<file path="src/rtl/farm_pkg.sv">
// Shared types and defaults for the task farm: slot states, data width and worker count.
// Used by the scheduler top, its per-worker slot FSM and the worker array.
package farm_pkg;

    typedef enum logic {
        IDLE = 1'b0,
        BUSY = 1'b1
    } slot_state_t;

    localparam int FARM_N  = 8;
    localparam int FARM_NW = 4;

    // Pointer width that still works for a single worker.
    function automatic int ptrWidth(input int nw);
        return (nw > 1) ? $clog2(nw) : 1;
    endfunction

endpackage

</file>
<file path="src/rtl/farm_slot.sv">
// One worker slot of the farm scheduler: tracks whether a task is outstanding on its worker
// and flags when that worker's result may be collected.
import farm_pkg::*;

module farm_slot (
    input  logic        clk_i,
    input  logic        rst_ni,
    input  logic        start_i,
    input  logic        done_i,
    input  logic        ack_i,
    output slot_state_t state_o,
    output logic        collectable_o
);

    slot_state_t state_q, state_d;

    always_ff @(posedge clk_i or negedge rst_ni) begin
        if (!rst_ni) begin
            state_q <= IDLE;
        end else begin
            state_q <= state_d;
        end
    end

    always_comb begin
        state_d       = state_q;
        collectable_o = 1'b0;
        unique case (state_q)
            IDLE: begin
                if (start_i) state_d = BUSY;
            end
            BUSY: begin
                collectable_o = done_i;
                if (ack_i) state_d = IDLE;
            end
            default: state_d = IDLE;
        endcase
    end

    assign state_o = state_q;

endmodule

</file>
<file path="src/rtl/farm_sched.sv">
// Round-robin dispatch / in-order collect scheduler for the worker farm.
// Optional FARM_SCHED_STATS_EN adds saturating accepted-task and input-stall counters.
import farm_pkg::*;

module farm_sched #(
    parameter int N  = FARM_N,
    parameter int NW = FARM_NW
) (
    input  logic            clk_i,
    input  logic            rst_ni,
    input  logic            in_valid_i,
    output logic            in_ready_o,
    input  logic [N-1:0]    in_data_i,
    output logic [NW-1:0]   w_start_o,
    output logic [N-1:0]    w_arg_o,
    input  logic [NW-1:0]   w_done_i,
    input  logic [NW*N-1:0] w_res_i,
    output logic [NW-1:0]   w_ack_o,
`ifdef FARM_SCHED_STATS_EN
    output logic [31:0]     stat_tasks_o,
    output logic [31:0]     stat_stall_o,
`endif
    output logic            out_valid_o,
    input  logic            out_ready_i,
    output logic [N-1:0]    out_data_o
);

    localparam int PW = ptrWidth(NW);

    logic [PW-1:0] dPtr_q, dPtr_d;
    logic [PW-1:0] cPtr_q, cPtr_d;
    logic [NW-1:0] wStart_q, wStart_d;
    logic [NW-1:0] wAck_q, wAck_d;
    logic [N-1:0]  wArg_q, wArg_d;
    logic          outValid_q, outValid_d;
    logic [N-1:0]  outData_q, outData_d;

    logic [NW-1:0] dHot, cHot, slotIdle, slotCollectable;
    logic          inReady, accept, collect;
    logic [N-1:0]  colData;
    slot_state_t   slotState [NW];

    for (genvar g = 0; g < NW; g++) begin : g_slot
        assign dHot[g]     = (dPtr_q == PW'(g));
        assign cHot[g]     = (cPtr_q == PW'(g));
        assign slotIdle[g] = (slotState[g] == IDLE);

        farm_slot u_slot (
            .clk_i         (clk_i),
            .rst_ni        (rst_ni),
            .start_i       (accept && dHot[g]),
            .done_i        (w_done_i[g]),
            .ack_i         (collect && cHot[g]),
            .state_o       (slotState[g]),
            .collectable_o (slotCollectable[g])
        );
    end

    // Only the slot under each pointer can accept or be collected, which keeps results in order.
    assign inReady = |(dHot & slotIdle);
    assign accept  = in_valid_i && inReady;
    assign collect = (|(cHot & slotCollectable)) && (!outValid_q || out_ready_i);

    always_comb begin
        colData = '0;
        for (int i = 0; i < NW; i++) begin
            if (cHot[i]) colData = w_res_i[i*N +: N];
        end
    end

    always_comb begin
        dPtr_d     = dPtr_q;
        cPtr_d     = cPtr_q;
        wStart_d   = '0;
        wAck_d     = '0;
        wArg_d     = wArg_q;
        outValid_d = outValid_q;
        outData_d  = outData_q;

        if (accept) begin
            dPtr_d   = (dPtr_q == PW'(NW-1)) ? '0 : dPtr_q + PW'(1);
            wStart_d = dHot;
            wArg_d   = in_data_i;
        end

        // A collect refills the output register even while it drains, keeping one result per cycle.
        if (collect) begin
            cPtr_d     = (cPtr_q == PW'(NW-1)) ? '0 : cPtr_q + PW'(1);
            wAck_d     = cHot;
            outValid_d = 1'b1;
            outData_d  = colData;
        end else if (outValid_q && out_ready_i) begin
            outValid_d = 1'b0;
        end
    end

    always_ff @(posedge clk_i or negedge rst_ni) begin
        if (!rst_ni) begin
            dPtr_q     <= '0;
            cPtr_q     <= '0;
            wStart_q   <= '0;
            wAck_q     <= '0;
            wArg_q     <= '0;
            outValid_q <= 1'b0;
            outData_q  <= '0;
        end else begin
            dPtr_q     <= dPtr_d;
            cPtr_q     <= cPtr_d;
            wStart_q   <= wStart_d;
            wAck_q     <= wAck_d;
            wArg_q     <= wArg_d;
            outValid_q <= outValid_d;
            outData_q  <= outData_d;
        end
    end

`ifdef FARM_SCHED_STATS_EN
    logic [31:0] statTasks_q, statStall_q;

    always_ff @(posedge clk_i or negedge rst_ni) begin
        if (!rst_ni) begin
            statTasks_q <= '0;
            statStall_q <= '0;
        end else begin
            if (accept && (statTasks_q != '1)) statTasks_q <= statTasks_q + 32'd1;
            if (in_valid_i && !inReady && (statStall_q != '1)) statStall_q <= statStall_q + 32'd1;
        end
    end

    assign stat_tasks_o = statTasks_q;
    assign stat_stall_o = statStall_q;
`endif

    assign in_ready_o  = inReady;
    assign w_start_o   = wStart_q;
    assign w_ack_o     = wAck_q;
    assign w_arg_o     = wArg_q;
    assign out_valid_o = outValid_q;
    assign out_data_o  = outData_q;

endmodule

</file>
<file path="config.mk">
export PLATFORM = sky130hd
export DESIGN_NAME = farm_sched
export DESIGN_NICKNAME = d
export VERILOG_FILES = /design/src/rtl/farm_pkg.sv /design/src/rtl/farm_slot.sv /design/src/rtl/farm_sched.sv
export SDC_FILE = /design/constraint.sdc
export NUM_CORES = 1
export LEC_CHECK = 0
export BUFFER_PORTS_ARGS = -buffer_cell sky130_fd_sc_hd__buf_4
export CORE_ASPECT_RATIO = 2
export CORE_MARGIN = 2
export CORE_UTILIZATION = 25
export DETAILED_ROUTE_END_ITERATION = 10
export GPL_TIMING_DRIVEN = 0
export SLEW_MARGIN = 10
export SYNTH_ARGS = -nofsm -noshare
export SYNTH_HDL_FRONTEND = slang
export SYNTH_SLANG_ARGS = --single-unit
</file>
<file path="constraint.sdc">
create_clock -name clk_i -period 2.42 [get_ports clk_i]
set_input_delay 0.484 -clock clk_i [delete_from_list [all_inputs] [get_ports clk_i]]
set_output_delay 0.484 -clock clk_i [all_outputs]
set_load 0.02 [all_outputs]
</file>
==> results of run 1 <==
[power by group through the flow]
stage | clock [W] | sequential (W) | combinational, W
6_report | 0.000604 | 0.000950 | 0.00180
5_1_grt | 0.000647 | 0.000990 | 0.00198
4_1_cts | 0.000624 | 0.000952 | 0.00184
3_5_place_dp | 0 | 0.000960 | 0.00183
3_3_place_gp | 0 | 0.000955 | 0.00180
2_1_floorplan | 0 | 0.00115 | 0.00100
[cell usage in the layout, fill, tap and decap left out]
cell       synthesis  final
o2111ai_2          1      1
a31oi_4            2      2
mux2_1             9      9
buf_2              3      3
dfrtp_1           33     33
nand3_1            3      3
buf_6              2      2
a31oi_1            4      4
and2_1             3      3
inv_1             11     11
mux2_2             9      9
and2_2             1      1
and3_1             3      3
o31ai_1            2      2
or2_2              1      1
ha_1               8      8
nor2_1             3      3
clkbuf_1           4      5
a221oi_1           2      2
clkbuf_16          0      5
clkinv_2           0      2
nor2b_1            4      4
and3_4             1      1
mux2_4             2      2
a22o_1             6      6
buf_4              0     73
o21ai_0            6      6
nand2_1            9      9
nand2b_1           3      3
a21oi_1           16     16
[cells by family after synthesis]
logic type / Yosys count
AOI/OAI and AO/OA: 39
buffers and inverters: 20
DFF: 33
and+or+nand+nor: 31
muxes: 20
adders and majority gates: 8
[routing by layer]
layer / share of wire / wire length, um
met5: 0 / 0
met1: 0.36 / 1590
met3: 0.046 / 204
met2: 0.58 / 2550
met4: 0.019 / 86
[state kept, by name (all words and copies together), names as in the netlist]
register / cells
out_data_o: 8
out_valid_o: 1
cPtr_q: 2
g_slot.u_slot.state_o: 4
w_ack_o: 4
w_arg_o: 8
dPtr_q: 2
w_start_o: 4
[stage by stage]
stage | util | power, W
floorplan | - | 0.00215
global placement | 0.358 | 0.00276
detailed placement | 0.358 | 0.00279
CTS | 0.380 | 0.00341
global route | 0.380 | 0.00362
finish | 0.380 | 0.00335
[cell type report]
cell class                 instances  area share
clock inverter                     2     0.00401
inverter                          11      0.0166
buffer                             9      0.0211
clock buffer                       6      0.0517
sequential                        33       0.331
timing repair buffer              73       0.220
multi-input combinational         98       0.312
tap                               88      0.0442
[worst paths after layout]
kind | to
min reg2reg | w_arg_o[6]$_DFFE_PN0P_
max | out_data_o[4]$_DFFE_PN0N_
min in group clk_i | w_arg_o[3]$_DFFE_PN0P_
min | out_data_o[7]$_DFFE_PN0N_
max reg2reg | out_data_o[4]$_DFFE_PN0N_
max in group asynchronous | w_arg_o[1]$_DFFE_PN0P_
[worst max-delay path: stages (launching register included)]
cell	delay, ps
dfrtp_1	400
inv_1	90
ha_1	130
buf_2	210
clkbuf_1	420
o21ai_0	220
a22o_1	200
mux2_2	250
==> results.yml, run 1 <==
sta:
  drv_slew: 0
  period_share: 0.847
  worst_slew_pin_slew_ps: 489
  timing.setup.tns_ps: 0
  layout_setup_ws_ps: 371
  worst_hold_slack_ps: 149
  fmax_mhz: 488
  slew_headroom: 0.674
  rsz0062_at_grt: "false"
  fin_worst_skew_ps: 5.08
  setup_viol: 0
  report.final.hold_viol_count: 0
  post-route-min-period_ps: 2050
synthesis:
  synth_top_family_by_area: "compound AO/OA/AOI/OAI gates"
  synth_most_common_cell: "dfrtp_1"
  synth_cell_types: 27
  synth-compound-area-share: 0.164
  ys_warn_count: 0
  synth_xor_xnor_area_share: 0
  synthMuxAreaShare: 0.137
  yosys_most_used_dff: "dfrtp_1"
  synth.avg_cell_area_sq_um: 11.2
  synth.top_cell.area_share: 0.487
  synth_seq_cells: 33
  synthTopCellsByArea: "dfrtp_1 (49%), mux2_1 (6.0%), mux2_2 (6.0%)"
  synth_area_sq_mm: 0.00170
  netlist.top_cell.by_area: "dfrtp_1"
  synth_edf_count: 0
  synth-adder-area-share: 0.0590
  syn_inst: 151
  async_flop_share: 1.00
  syn_nets: 207
  ys_seq_area_frac: 0.487
  yosys.area_share.simple: 0.0981
  yosys-top-cells-count: "dfrtp_1 (33), a21oi_1 (16), inv_1 (11)"
die:
  die_x_um: 62.3
  num_rows: 42
  die-area_sq_mm: 0.00750
  dieHeight_um: 121
  io_pins: 74
  start_util: 0.258
  coreArea_sq_mm: 0.00657
grt:
  grt_pass1_wl_um: 7470
  grt_pass1_vias: 1530
  grt_busiest_layer: "met2"
  grt_max_degree: 34
  use_met1: 0.122
  grtUsageMet2: 0.261
  overflow: 0
  met3_usage: 0.0205
  grt_usage: 0.129
  antenna_found_initial: 0
clocking:
  cts.sinks: 33
  clock-root-buffer: "clkbuf_16"
  clkTransAtPathRegs_ps: 50
  clock_tree.htree_level_count: 2
  cts_buffer_depth: 2
  hold_buffers: 0
  cts_tree: "done"
  numCtsBuffers: 5
  cts_resized: 0
  insertion_delay_ps: 270
  post_cts_buffers: 0
drt:
  first_iter_violations: 23
  drt-pass1-iter-count: 4
  drc: 0
  wl_um: 4440
  ant_nets: 0
  via_per_inst: 4.42
  avgRoutedWirePerCell_um: 13.9
  vias: 1413
critical_path:
  ff2ff_setup_slack_ps: 370
  ff2ff_path_depth: 7
  cp-start-kind: "flop"
  worstPathRequired_ps: 2580
  arrival_ps: 2210
  critPathMaxFanout: 10
  cp-end-kind: "flop"
  r2r_start: "cPtr_q[1]$_DFFE_PN0N_"
  path_class: "reg -> reg"
  cp-startpoint: "cPtr_q[1]$_DFFE_PN0N_"
hold_path:
  min_path_type: "in -> async"
placed_design:
  dp_hpwl_um: 3390
  place_area_sq_mm: 0.00235
  place_inst: 312
  port_buffers: 73
  place.gp.congestion: 0.705
  place_worst_setup_slack_ps: 339
layout:
  diodes: 0
  drive_above_1_share: 0.440
  seq_area_sq_um: 826
  syn2layout_area_growth_pct: 47.0
  nFillCells: 695
  multi_input_area_sq_um: 777
  final_nets: 287
  fin_cells: 320
  design_area_sq_mm: 0.00249
job:
  drv_cap: 0
power_and_ir_drop:
  p_leak_nw: 1.23
  power_density_mw_per_mm2: 1340
  p_switching_w: 0.00131
  comb_power_share: 0.537
  pwr-share-clk: 0.180
  swShare: 0.392
  p_int_w: 0.00204
  seq_power_share: 0.283
  ir_drop_v: 0.000453
run_status:
  status: "complete, no violations"
No activity file was read; power rests on OpenSTA's default activity.
==> run 2, diff against run 1 <==
==> constraint.sdc (replaced) <==
create_clock -name clk_i -period 1.76 [get_ports clk_i]
set_input_delay 0.352 -clock clk_i [delete_from_list [all_inputs] [get_ports clk_i]]
set_output_delay 0.352 -clock clk_i [all_outputs]
set_load 0.02 [all_outputs]
==> run 2 against run 1 <==
Against the previous run: clock skew is essentially flat; the flow now finishes with violations (negative setup slack); clock power grew 69%; clock-buffer cell count grew 1; cell count grew 5.0%; fmax grew 13%; via count grew 6.1%; critical path depth is the same; setup slack lost 420 ps.
==> results.yml, run 2 (synthesized netlist as in run 1, its figures left out) <==
power_and_ir_drop:
  p_leak_nw: 1.38
  power_density_mw_per_mm2: 1980
  ir_drop_v: 0.000885
drt:
  wl_um: 4770
  vias: 1499
  first_iter_violations: 34
  via_per_inst: 4.46
  avgRoutedWirePerCell_um: 14.2
  drc: 0
  drt-pass1-iter-count: 4
  ant_nets: 0
critical_path:
  critical-path-max-stage-delay_ps: 410
  ff2ff_setup_slack_ps: -50
  cp-end-kind: "flop"
  crit_chain: "buf_6, ha_4, buf_8, nand3_4, a31oi_4, buf_6, mux2_4"
  path_common_cell: "buf_6"
  critPathSlowestCell: "dfrtp_1"
  cp_num_buf_inv: 3
  cp-start-kind: "flop"
  arrival_ps: 1960
  worstPathRequired_ps: 1920
  path_class: "reg -> reg"
  crit_family: "buffers and inverters"
  critPathMaxFanout: 7
placed_design:
  place.gp.congestion: 0.706
  place_area_sq_mm: 0.00237
  port_buffers: 73
  dp_hpwl_um: 3370
  place_inst: 312
die:
  num_rows: 42
  start_util: 0.258
  die_x_um: 62.3
  dieHeight_um: 121
  io_pins: 74
  coreArea_sq_mm: 0.00657
  die-area_sq_mm: 0.00750
run_status:
  violations: "negative setup slack"
  status: "complete, but fails checks"
clocking:
  hold_buffers: 0
  clkTransAtPathRegs_ps: 60
  insertion_delay_ps: 270
  clock_tree.htree_level_count: 2
  clock-root-buffer: "clkbuf_16"
  cts_tree: "done"
  cts.sinks: 33
  numCtsBuffers: 5
  cts_buffer_depth: 2
grt:
  use_met1: 0.132
  grtUsageMet2: 0.270
  grt_max_degree: 34
  grt_pass1_wl_um: 7950
  grt_busiest_layer: "met2"
  grt_usage: 0.138
  overflow: 0
  grt_pass1_vias: 1616
  antenna_found_initial: 0
  met3_usage: 0.0372
hold_path:
  min_path_type: "in -> async"
layout:
  multi_input_area_sq_um: 907
  seq_area_sq_um: 827
  fin_util: 0.432
  diodes: 0
  fin_cells: 336
  drive_above_1_share: 0.565
  nFillCells: 642
  final_cell_mix: "buf_4 (86), dfrtp_1 (32), a21oi_1 (16)"
  final_nets: 303
  syn2layout_area_growth_pct: 67.3
  design_area_sq_mm: 0.00284
  layout_commonest_cell: "buf_4"
sta:
  setup_viol: 9
  layout_setup_ws_ps: -45.1
  fmax_mhz: 554
  worst_slew_pin_slew_ps: 427
  slew_headroom: 0.715
  report.final.hold_viol_count: 0
  drv_slew: 0
  post-route-min-period_ps: 1810
  fin_worst_skew_ps: 5.31
  period_share: 1.03
  rsz0062_at_grt: "true"
job:
  drv_cap: 0
==> run 2: changes by cell type in the layout (fill, tap and decap cells not counted), sizes merged <==
cell / previous run / this run
buf: 78 / 96
bufinv: 0 / 1
clkbuf: 10 / 9
clkinv: 2 / 0
==> run 2: worst register-to-register path: stages (launching register included) <==
cell	delay, ps
dfrtp_1	410
buf_6	130
ha_4	140
buf_8	120
nand3_4	80
a31oi_4	330
buf_6	180
mux2_4	300
==> run 2: repair_timing <==
action / CTS / global route
gates cloned: 0 / 0
setup endpoints to repair: 28 / 25
pin swaps: 4 / 8
buffers inserted: 9 / 8
resized for setup: 40 / 13
==> run 2: power breakdown <==
part	switching [W]	leakage [nW]	internal, W
sequential	0.000230	0.405	0.00110
combinational	0.00152	0.889	0.00174
clock	0.000309	0.0841	0.000707
total	0.00206	1.38	0.00355
==> run 2: cell type report <==
cell class	count	share of cell area
plain buffers	8	0.0304
clock buffers	7	0.0502
clock inverters	1	0.0106
inverters	11	0.0145
multi-input cells	98	0.320
flip-flops and latches	33	0.291
well taps	88	0.0388
repair buffers	90	0.245
==> run 2: path summary, 6_finish.rpt <==
kind,from,to,depth (start not counted)
max,cPtr_q[0]$_DFFE_PN0N_,out_data_o[5]$_DFFE_PN0N_,7
min,rst_ni,w_ack_o[3]$_DFF_PN0_,1
max reg2reg,cPtr_q[0]$_DFFE_PN0N_,out_data_o[5]$_DFFE_PN0N_,7
min reg2reg,w_arg_o[3]$_DFFE_PN0P_,w_arg_o[3]$_DFFE_PN0P_,1
max in group asynchronous,rst_ni,dPtr_q[0]$_DFFE_PN0P_,1
min in group clk_i,in_data_i[4],w_arg_o[4]$_DFFE_PN0P_,2
==> run 2: per-stage QoR <==
stage | total power [W] | setup WS, ps | TNS (ps) | hold WS (ps)
2_1_floorplan | 0.00299 | -83.1 | -166 | 56.4
3_3_place_gp | 0.00381 | -300 | -4020 | 322
3_5_place_dp | 0.00388 | -345 | -5100 | 328
4_1_cts | 0.00544 | -106 | -922 | 36.1
5_1_grt | 0.00600 | -116 | -1250 | 53.8
6_report | 0.00561 | -45.1 | -270 | 14.9
==> run 2: per-layer routing <==
layer	routed length [um]	share of wire
met1	1620	0.34
met2	2780	0.58
met3	283	0.059
met4	82	0.017
met5	0	0
